### src/rtl/ccsds_tx_pkg.sv
// Shared constants and types for the CCSDS TX chain: ASM word/length,
// default codeblock length and the ASM inserter FSM state type.
package ccsds_tx_pkg;

  localparam logic [31:0] CCSDS_ASM_WORD   = 32'h1ACFFC1D;
  localparam int          CCSDS_ASM_BITS   = 32;
  localparam int          CCSDS_FRAME_BITS = 10200;

  typedef enum logic [1:0] {ASM_IDLE, ASM_SYNC, ASM_DATA} asm_state_e;

endpackage

### src/rtl/ccsds_asm_inserter.sv
// Bit-serial ASM inserter: prefixes each FRAME_BITS randomized codeblock with
// the ASM and restarts the scrambler. Optional macro: CCSDS_ASM_UNDERRUN_CNT_EN.
module ccsds_asm_inserter
  import ccsds_tx_pkg::*;
#(
  parameter logic [31:0] ASM_WORD   = CCSDS_ASM_WORD,
  parameter int          ASM_BITS   = CCSDS_ASM_BITS,
  parameter int          FRAME_BITS = CCSDS_FRAME_BITS
) (
  input  logic        clk_i,
  input  logic        rst_i,
  input  logic        data_i,
  input  logic        valid_i,
  output logic        ready_o,
  output logic        scr_init_o,
  output logic        data_o,
  output logic        valid_o,
  input  logic        ready_i,
  output logic        sof_o,
  output logic [1:0]  state_o
`ifdef CCSDS_ASM_UNDERRUN_CNT_EN
  ,
  output logic [15:0] underrun_cnt_o,
  output logic        underrun_o
`endif
);

  localparam int AW = (ASM_BITS > 1) ? $clog2(ASM_BITS) : 1;
  localparam int BW = $clog2(FRAME_BITS);
  localparam logic [AW-1:0] ASM_START = AW'((ASM_BITS > 1) ? ASM_BITS - 2 : 0);
  localparam logic [BW-1:0] BIT_LAST  = BW'(FRAME_BITS - 1);

  asm_state_e    state_q, state_d;
  logic [AW-1:0] asm_cnt_q, asm_cnt_d;
  logic [BW-1:0] bit_cnt_q, bit_cnt_d;
  logic          data_q, data_d;
  logic          valid_q, valid_d;
  logic          sof_q, sof_d;
  logic          adv;

  // Both sides use valid/ready: a beat moves on a clock edge where valid and
  // ready are both high; valid never drops and data never changes while the
  // beat is offered but not yet taken.
  assign adv = !valid_q || ready_i;

  always_comb begin
    state_d    = state_q;
    asm_cnt_d  = asm_cnt_q;
    bit_cnt_d  = bit_cnt_q;
    data_d     = data_q;
    valid_d    = valid_q;
    sof_d      = sof_q;
    ready_o    = 1'b0;
    scr_init_o = 1'b1;
    case (state_q)
      ASM_IDLE: begin
        if (adv) begin
          if (valid_i) begin
            data_d    = ASM_WORD[ASM_BITS-1];
            valid_d   = 1'b1;
            sof_d     = 1'b1;
            asm_cnt_d = ASM_START;
            bit_cnt_d = '0;
            if (ASM_BITS == 1) state_d = ASM_DATA;
            else               state_d = ASM_SYNC;
          end else begin
            valid_d = 1'b0;
            sof_d   = 1'b0;
          end
        end
      end
      ASM_SYNC: begin
        if (adv) begin
          data_d  = ASM_WORD[asm_cnt_q];
          valid_d = 1'b1;
          sof_d   = 1'b0;
          if (asm_cnt_q == '0) begin
            state_d   = ASM_DATA;
            bit_cnt_d = '0;
          end else begin
            asm_cnt_d = asm_cnt_q - 1'b1;
          end
        end
      end
      ASM_DATA: begin
        // Keep the seed loaded while the last ASM bit is still stalled.
        scr_init_o = (bit_cnt_q == '0) && !adv;
        ready_o    = adv;
        if (adv) begin
          if (valid_i) begin
            data_d  = data_i;
            valid_d = 1'b1;
            sof_d   = 1'b0;
            if (bit_cnt_q == BIT_LAST) begin
              state_d   = ASM_IDLE;
              bit_cnt_d = '0;
            end else begin
              bit_cnt_d = bit_cnt_q + 1'b1;
            end
          end else begin
            valid_d = 1'b0;
            sof_d   = 1'b0;
          end
        end
      end
      default: state_d = ASM_IDLE;
    endcase
  end

  always_ff @(posedge clk_i) begin
    if (rst_i) begin
      state_q   <= ASM_IDLE;
      asm_cnt_q <= '0;
      bit_cnt_q <= '0;
      data_q    <= 1'b0;
      valid_q   <= 1'b0;
      sof_q     <= 1'b0;
    end else begin
      state_q   <= state_d;
      asm_cnt_q <= asm_cnt_d;
      bit_cnt_q <= bit_cnt_d;
      data_q    <= data_d;
      valid_q   <= valid_d;
      sof_q     <= sof_d;
    end
  end

  assign data_o  = data_q;
  assign valid_o = valid_q;
  assign sof_o   = sof_q;
  assign state_o = state_q;

`ifdef CCSDS_ASM_UNDERRUN_CNT_EN
  logic [15:0] underrun_cnt_q;

  assign underrun_o = (state_q == ASM_DATA) && adv && !valid_i;

  always_ff @(posedge clk_i) begin
    if (rst_i) begin
      underrun_cnt_q <= '0;
    end else if (underrun_o && (underrun_cnt_q != 16'hFFFF)) begin
      underrun_cnt_q <= underrun_cnt_q + 16'd1;
    end
  end

  assign underrun_cnt_o = underrun_cnt_q;
`endif

endmodule

### config.mk
export PLATFORM = sky130hd
export DESIGN_NAME = ccsds_asm_inserter
export DESIGN_NICKNAME = d
export VERILOG_FILES = /design/src/rtl/ccsds_tx_pkg.sv /design/src/rtl/ccsds_asm_inserter.sv
export SDC_FILE = /design/constraint.sdc
export NUM_CORES = 1
export LEC_CHECK = 0
export BUFFER_PORTS_ARGS = -buffer_cell sky130_fd_sc_hd__buf_4
export CORE_ASPECT_RATIO = 1.1
export CORE_MARGIN = 2
export CORE_UTILIZATION = 25
export CTS_CLUSTER_DIAMETER = 60
export DETAILED_ROUTE_END_ITERATION = 16
export GPL_TIMING_DRIVEN = 0
export HOLD_SLACK_MARGIN = 0.12
export PLACE_DENSITY = 0.43
export SLEW_MARGIN = 20
export SYNTH_ARGS = -nofsm -noshare
export SYNTH_HDL_FRONTEND = slang
export SYNTH_SLANG_ARGS = --single-unit
### constraint.sdc
create_clock -name clk_i -period 2.6 [get_ports clk_i]
set_input_delay 0.13 -clock clk_i [delete_from_list [all_inputs] [get_ports clk_i]]
set_output_delay 0.13 -clock clk_i [all_outputs]
set_load 0.05 [all_outputs]
Word-level counts from Yosys, hierarchy flattened
Memory sizes are Yosys's and may differ from the RTL's. A register that Yosys moved wholly into a read port is not among the register bits. Cells that the tools add are included.

Bits in registers: 24. Memories: 1. RAM bits: 0. Input bits: 5. Word-level logic and storage cells: 80. Latch bits: 0. Memory bits (read-only): 32. Output and inout bits: 7.

Memories: (name not given) (words 32, bits a word 1, rd ports 1, clocked after memory_dff 1, write ports 0, RTL line ccsds_asm_inserter.sv:74) `data_d = ASM_WORD[asm_cnt_q];`.

Equal/unequal tests: 13. Add/sub/neg operators: 2. Reductions and logical operators: 19. Divide/modulo/power cells: 0. Multipliers: 0. Shift-type cells: 0. Muxes and demuxes: 38. Order comparisons: 1. Bitwise logic cells: 0.

Operator list (number): 2-to-1 mux 14 bit (7); case mux 14 bit (3 select lines) (1); 2-to-1 mux 5 bit (6); != test 2 bit, second input constant (8); adder 14 x 1 -> 14 bit, second input constant (1); == test 14 bit, second input constant (1); zero test 14 bit (1); 2-to-1 mux 2 bit (7); AND reduction 7 bit (2); 2-to-1 mux 1 bit (12); case mux 5 bit (2 select lines) (1); < comparator 5 x 6 -> 1 bit, second input constant (1); case mux 2 bit (3 select lines) (1); AND reduction 3 bit (2); AND reduction 6 bit (1); nonzero test 2 bit (3); zero test 5 bit (1); AND reduction 5 bit (1); subtractor 5 x 1 -> 5 bit, second input constant (1); != test 2 x 1 -> 1 bit, second input constant (2); case mux 1 bit (2 select lines) (2); OR reduction 2 bit (2); case mux 1 bit (3 select lines) (1); nonzero test 3 bit (1); 6 further kinds (7).

Depth between registers and ports, before layout
Word-level depth: 6. Gate-level depth with buffers: 10. Gate-level depth less buffers: 8.

Worst setup path before layout
Ideal clock, no wire load.

Path kind: register to register. Start: register state_q[0], in the netlist state_o[0]. End: register (tool-made name). Arrival time: 2464 ps. Required time: 2478 ps. Cell stages (with the launch flop): 10. Period minus slack after synthesis: 2586 ps. Buffers on the path: 1. Setup time: 122 ps. Slack: 14 ps. Cell sequence: dfxtp_1 inv_1 ha_1 buf_2 mux2i_1 or4_1 a22o_1 a21oi_1 o21ai_0 a221o_1.

RTL lines: start: declaration (RTL line ccsds_asm_inserter.sv:33) `asm_state_e state_q, state_d;`; start signal: assignment (RTL line ccsds_asm_inserter.sv:119) `state_q <= state_d;`.

==> results list <==
- Die width: 76.5 um
* Worst endpoint required time: roughly 2.8 ns
* Io pins: 12
- Leading register cell type out of synthesis: dfxtp_1
- Counting instances, the worst hold path has a depth of 3.
* Measured slew at the worst slew-check pin: 0.533 ns
- Bufs on Longest Clock Path: 2
- The detail route stage leaves a number of antenna-violating nets equal to 0.
* Number of hold buffers added after cts: 2
- Detailed placement ended at an HPWL of 2440 um.
- Die height: 83.8 um
* Met1 track utilization from global routing: 0.139
* Sequential cell area fraction in the yosys report: 0.346
- The startpoint identified for the worst hold timing path is valid_i.
* Largest stage delay on the critical path: around 0.49 ns
* Final critical delay including setup and external delays: approximately 2.4 ns
- In this run the number of H-tree levels came out at 1.
- Endpoint type of the worst setup path: flip-flop
- Worst path arrival time: around 2.6 ns
- Type of the most critical hold path: input pin to flip-flop
* Total clock buffers created by CTS: 3
- Final Cycle Share: 0.928
* Startpoint class of the critical path: flip-flop
* Count of distinct cell types in the synthesized netlist: between 40 and 50
* Number of enable flip-flop cells after synthesis: 0
* Cells along the critical path: inv_1 > ha_1 > buf_2 > mux2i_1 > or4_1 > a22o_1 > a21oi_1 > o21ai_0 > a221o_1
- Vias: between 1000 and 1500
- The number of global-route vias before repair is 1183.
- The worst pin sits at a relative slew slack of 0.640.
* Largest fanout of any net on the critical path: 9
* Synthesis-stage register bit count: 25
- After clock tree synthesis, the repair step resized 0 gates.
- Count of endpoints failing hold in the final timing report: 0
* Antenna violations before repair: 0
- Timing analysis after detailed placement gives a worst setup slack of 0.158 ns.
* Last weighted congestion value of the routability-driven placer: 0.708
- Clock-pin slew of the registers on the worst-case setup and hold paths: 0.10 ns
- Filler cells: approximately 640
- Dividing total power by cell area gives a power density of approximately 1000 nW/um^2.
- Worst reg2reg setup slack: 0.19 ns
- Clock latency at the later pin of the worst-skew pair: approximately 0.27 ns
* Number of cells on the worst reg-to-reg path: 9
- Non-filler cells, final: roughly 270
- Summed over all cells, the static leakage comes to between 0.0006 and 0.0007 uW.
- Counting tap cells, the placed design contains a total of 260 instances.
* Number of standard cells after synthesis: 172
* Setup violations, final: 0
- For met3 alone, demand over resource in global routing was 0.0173.
- The setup path with the least slack is of type flip-flop to flip-flop.
- Highest achievable clock rate: approximately 0.41 GHz
- After detailed routing, the average wire length per cell comes to roughly 12 um.
- Non-Filler Cell Area, Final: between 1500 and 2000 um^2
- Total grt overflow: 0
- Initial DRT Pass Iterations: 4
- Synthesized netlist net count: 183
* Setup repair after global routing missed its margin: no
- Max Cap Violations: 0
- CTS tree: built
- For this block, the initial DRC count from the detailed router was 70.
- Antenna Cells: 0
- Status: finished, final reports clean
- After detailed placement, the total cell area comes to 1630 um^2.
- Across the VDD grid, the largest voltage drop is 0.000269 V.
- The first global-routing pass estimated 5610 um of wire.
- The worst path meets setup with 0.187 ns of slack.
- Number of max-slew violations in the final report: 0
* Met2 usage: 0.183
* Hold-critical path endpoint: sof_o
- Setup Buffers After CTS: 0
* Footprint of the multi-input gates: just under 900 um^2
- Area taken by flip-flops and latches: 500 um^2
* Ratio of routed vias to standard cells: 4.56
- Final design utilization: 0.297
- In this run the clock root is driven by a clkbuf_8.
- Buffers placed on the I/O ports in this run total 11.
- Layout area overhead: 17.0%
- Core region area: between 5000 and 6000 um^2
- The die covers 6410 um^2.
* Share of post-route cells with drive strength above 1: 0.159
- Count of warnings emitted by yosys: 0
- Of the post-synthesis cell area, the dominant cell type holds 0.346.
* Total Wirelength: 3250 um
- Most frequent cells in the layout: nor2_1, dfxtp_1, buf_4
* Worst-path cell with the longest stage delay: or4_1
- Entering global routing, the biggest net connects 15 pins.
- Of all cell types, the one taking the most synthesized area is dfxtp_1.
- Averaged over all synthesized cells, the footprint is between 8 and 9 um^2.
* Number of rows created at floorplan: 29
- Fin Clk Skew: approximately 0.0055 ns
- After global routing, the most crowded layer is met2.
* Area of the mapped netlist: approximately 1400 um^2
- Worst flop-to-flop path startpoint: state_o[1]
- For this run, design rule violations remaining after detail routing come to 0.
* Fraction of registers with async set or reset after synthesis: 0
* Post-layout net count: about 200
- After synthesis, the cell types taking the most area are dfxtp_1, nor2_1, ha_1, xnor2_1, xor2_1.
- The clock drives 25 sinks.
- For this run, the total global-route usage over all layers was measured as 0.107.
- Adding up every negative setup slack in the final design gives 0 ns.
- For this configuration, the core starts out at a cell density of 0.254.
logic make-up after synthesis:
group / after synthesis / share of synthesized area
AND/OR/NAND/NOR: 75 / 0.283
AO/OA/AOI/OAI: 31 / 0.163
flip-flops: 25 / 0.346
buffers and inverters: 19 / 0.0554
XOR/XNOR: 13 / 0.0787
adder cells (fa/ha/maj): 6 / 0.0519
multiplexers: 3 / 0.0225
worst max-delay path, delay by kind of cell, from the launching register on:
family | cells | cell delay [ns]
adder cells (fa/ha/maj) | 1 | 0.17
buffers and inverters | 2 | 0.25
AND/OR/NAND/NOR | 1 | 0.49
AO/OA/AOI/OAI | 4 | 0.81
multiplexers | 1 | 0.17
flip-flops | 1 | 0.41
per-stage QoR:
stage	power (uW)	hold WS, ns
finish	1720	0.181
global route	1860	0.184
CTS	1740	0.171
detailed placement	1490	0.365
global placement	1500	0.365
floorplan	1270	0.231
worst max-delay path by stage:
stage	startpoint	end	slack (ns)	cells past startpoint
5_1_grt	asm_cnt_q[0]	bit_cnt_q[0]	0.03	8
2_1_floorplan	state_o[0]	flip-flop	0.01	9
6_report	state_o[1]	flip-flop	0.19	9
3_3_place_gp	asm_cnt_q[0]	bit_cnt_q[11]	0.15	8
4_1_cts	asm_cnt_q[0]	bit_cnt_q[0]	0.14	8
3_5_place_dp	asm_cnt_q[0]	bit_cnt_q[12]	0.16	8
synthesized netlist by cell type (all sizes together) (2+ instances only):
cell,instances
o41ai,2
dfxtp,25
a21oi,7
nor4b,2
mux2,2
ha,6
a211oi,2
and2,2
nand3,6
o21ai,5
nor2,26
nand2b,2
xnor2,7
o22ai,2
nand2,10
or2,2
clkbuf,4
inv,12
a22o,2
buf,3
nor3,4
and3,4
xor2,6
nor2b,3
nor4,3
nand4,6
layout make-up:
class | instances | area share
Buffer | 7 | 0.0207
Clock buffer | 3 | 0.0244
Clock inverter | 1 | 0.00296
Inverter | 12 | 0.0266
Multi-Input combinational cell | 128 | 0.512
Sequential cell | 25 | 0.296
Tap cell | 77 | 0.0570
Timing Repair Buffer | 13 | 0.0607
power by group:
group	switching (uW)	total (uW)	internal (uW)	leakage, uW
Combinational	579	961	381	0.000382
Sequential	63.8	514	450	0.000204
Clock	136	243	107	0.0000255
routing by layer:
| metal | vias up | wire (um) |
|---|---|---|
| met4 | 0 | 34 |
| li1 | 642 | - |
| met5 | - | 0 |
| met2 | 9 | 1550 |
| met3 | 4 | 60 |
| met1 | 557 | 1610 |
registers in the layout, indices dropped and copies added (netlist names), named ones only:
| name | count |
|---|---|
| asm_cnt_q | 5 |
| data_o | 1 |
| sof_o | 1 |
| valid_o | 1 |
| bit_cnt_q | 14 |
| state_o | 2 |
(Power assumes the default switching activity.)
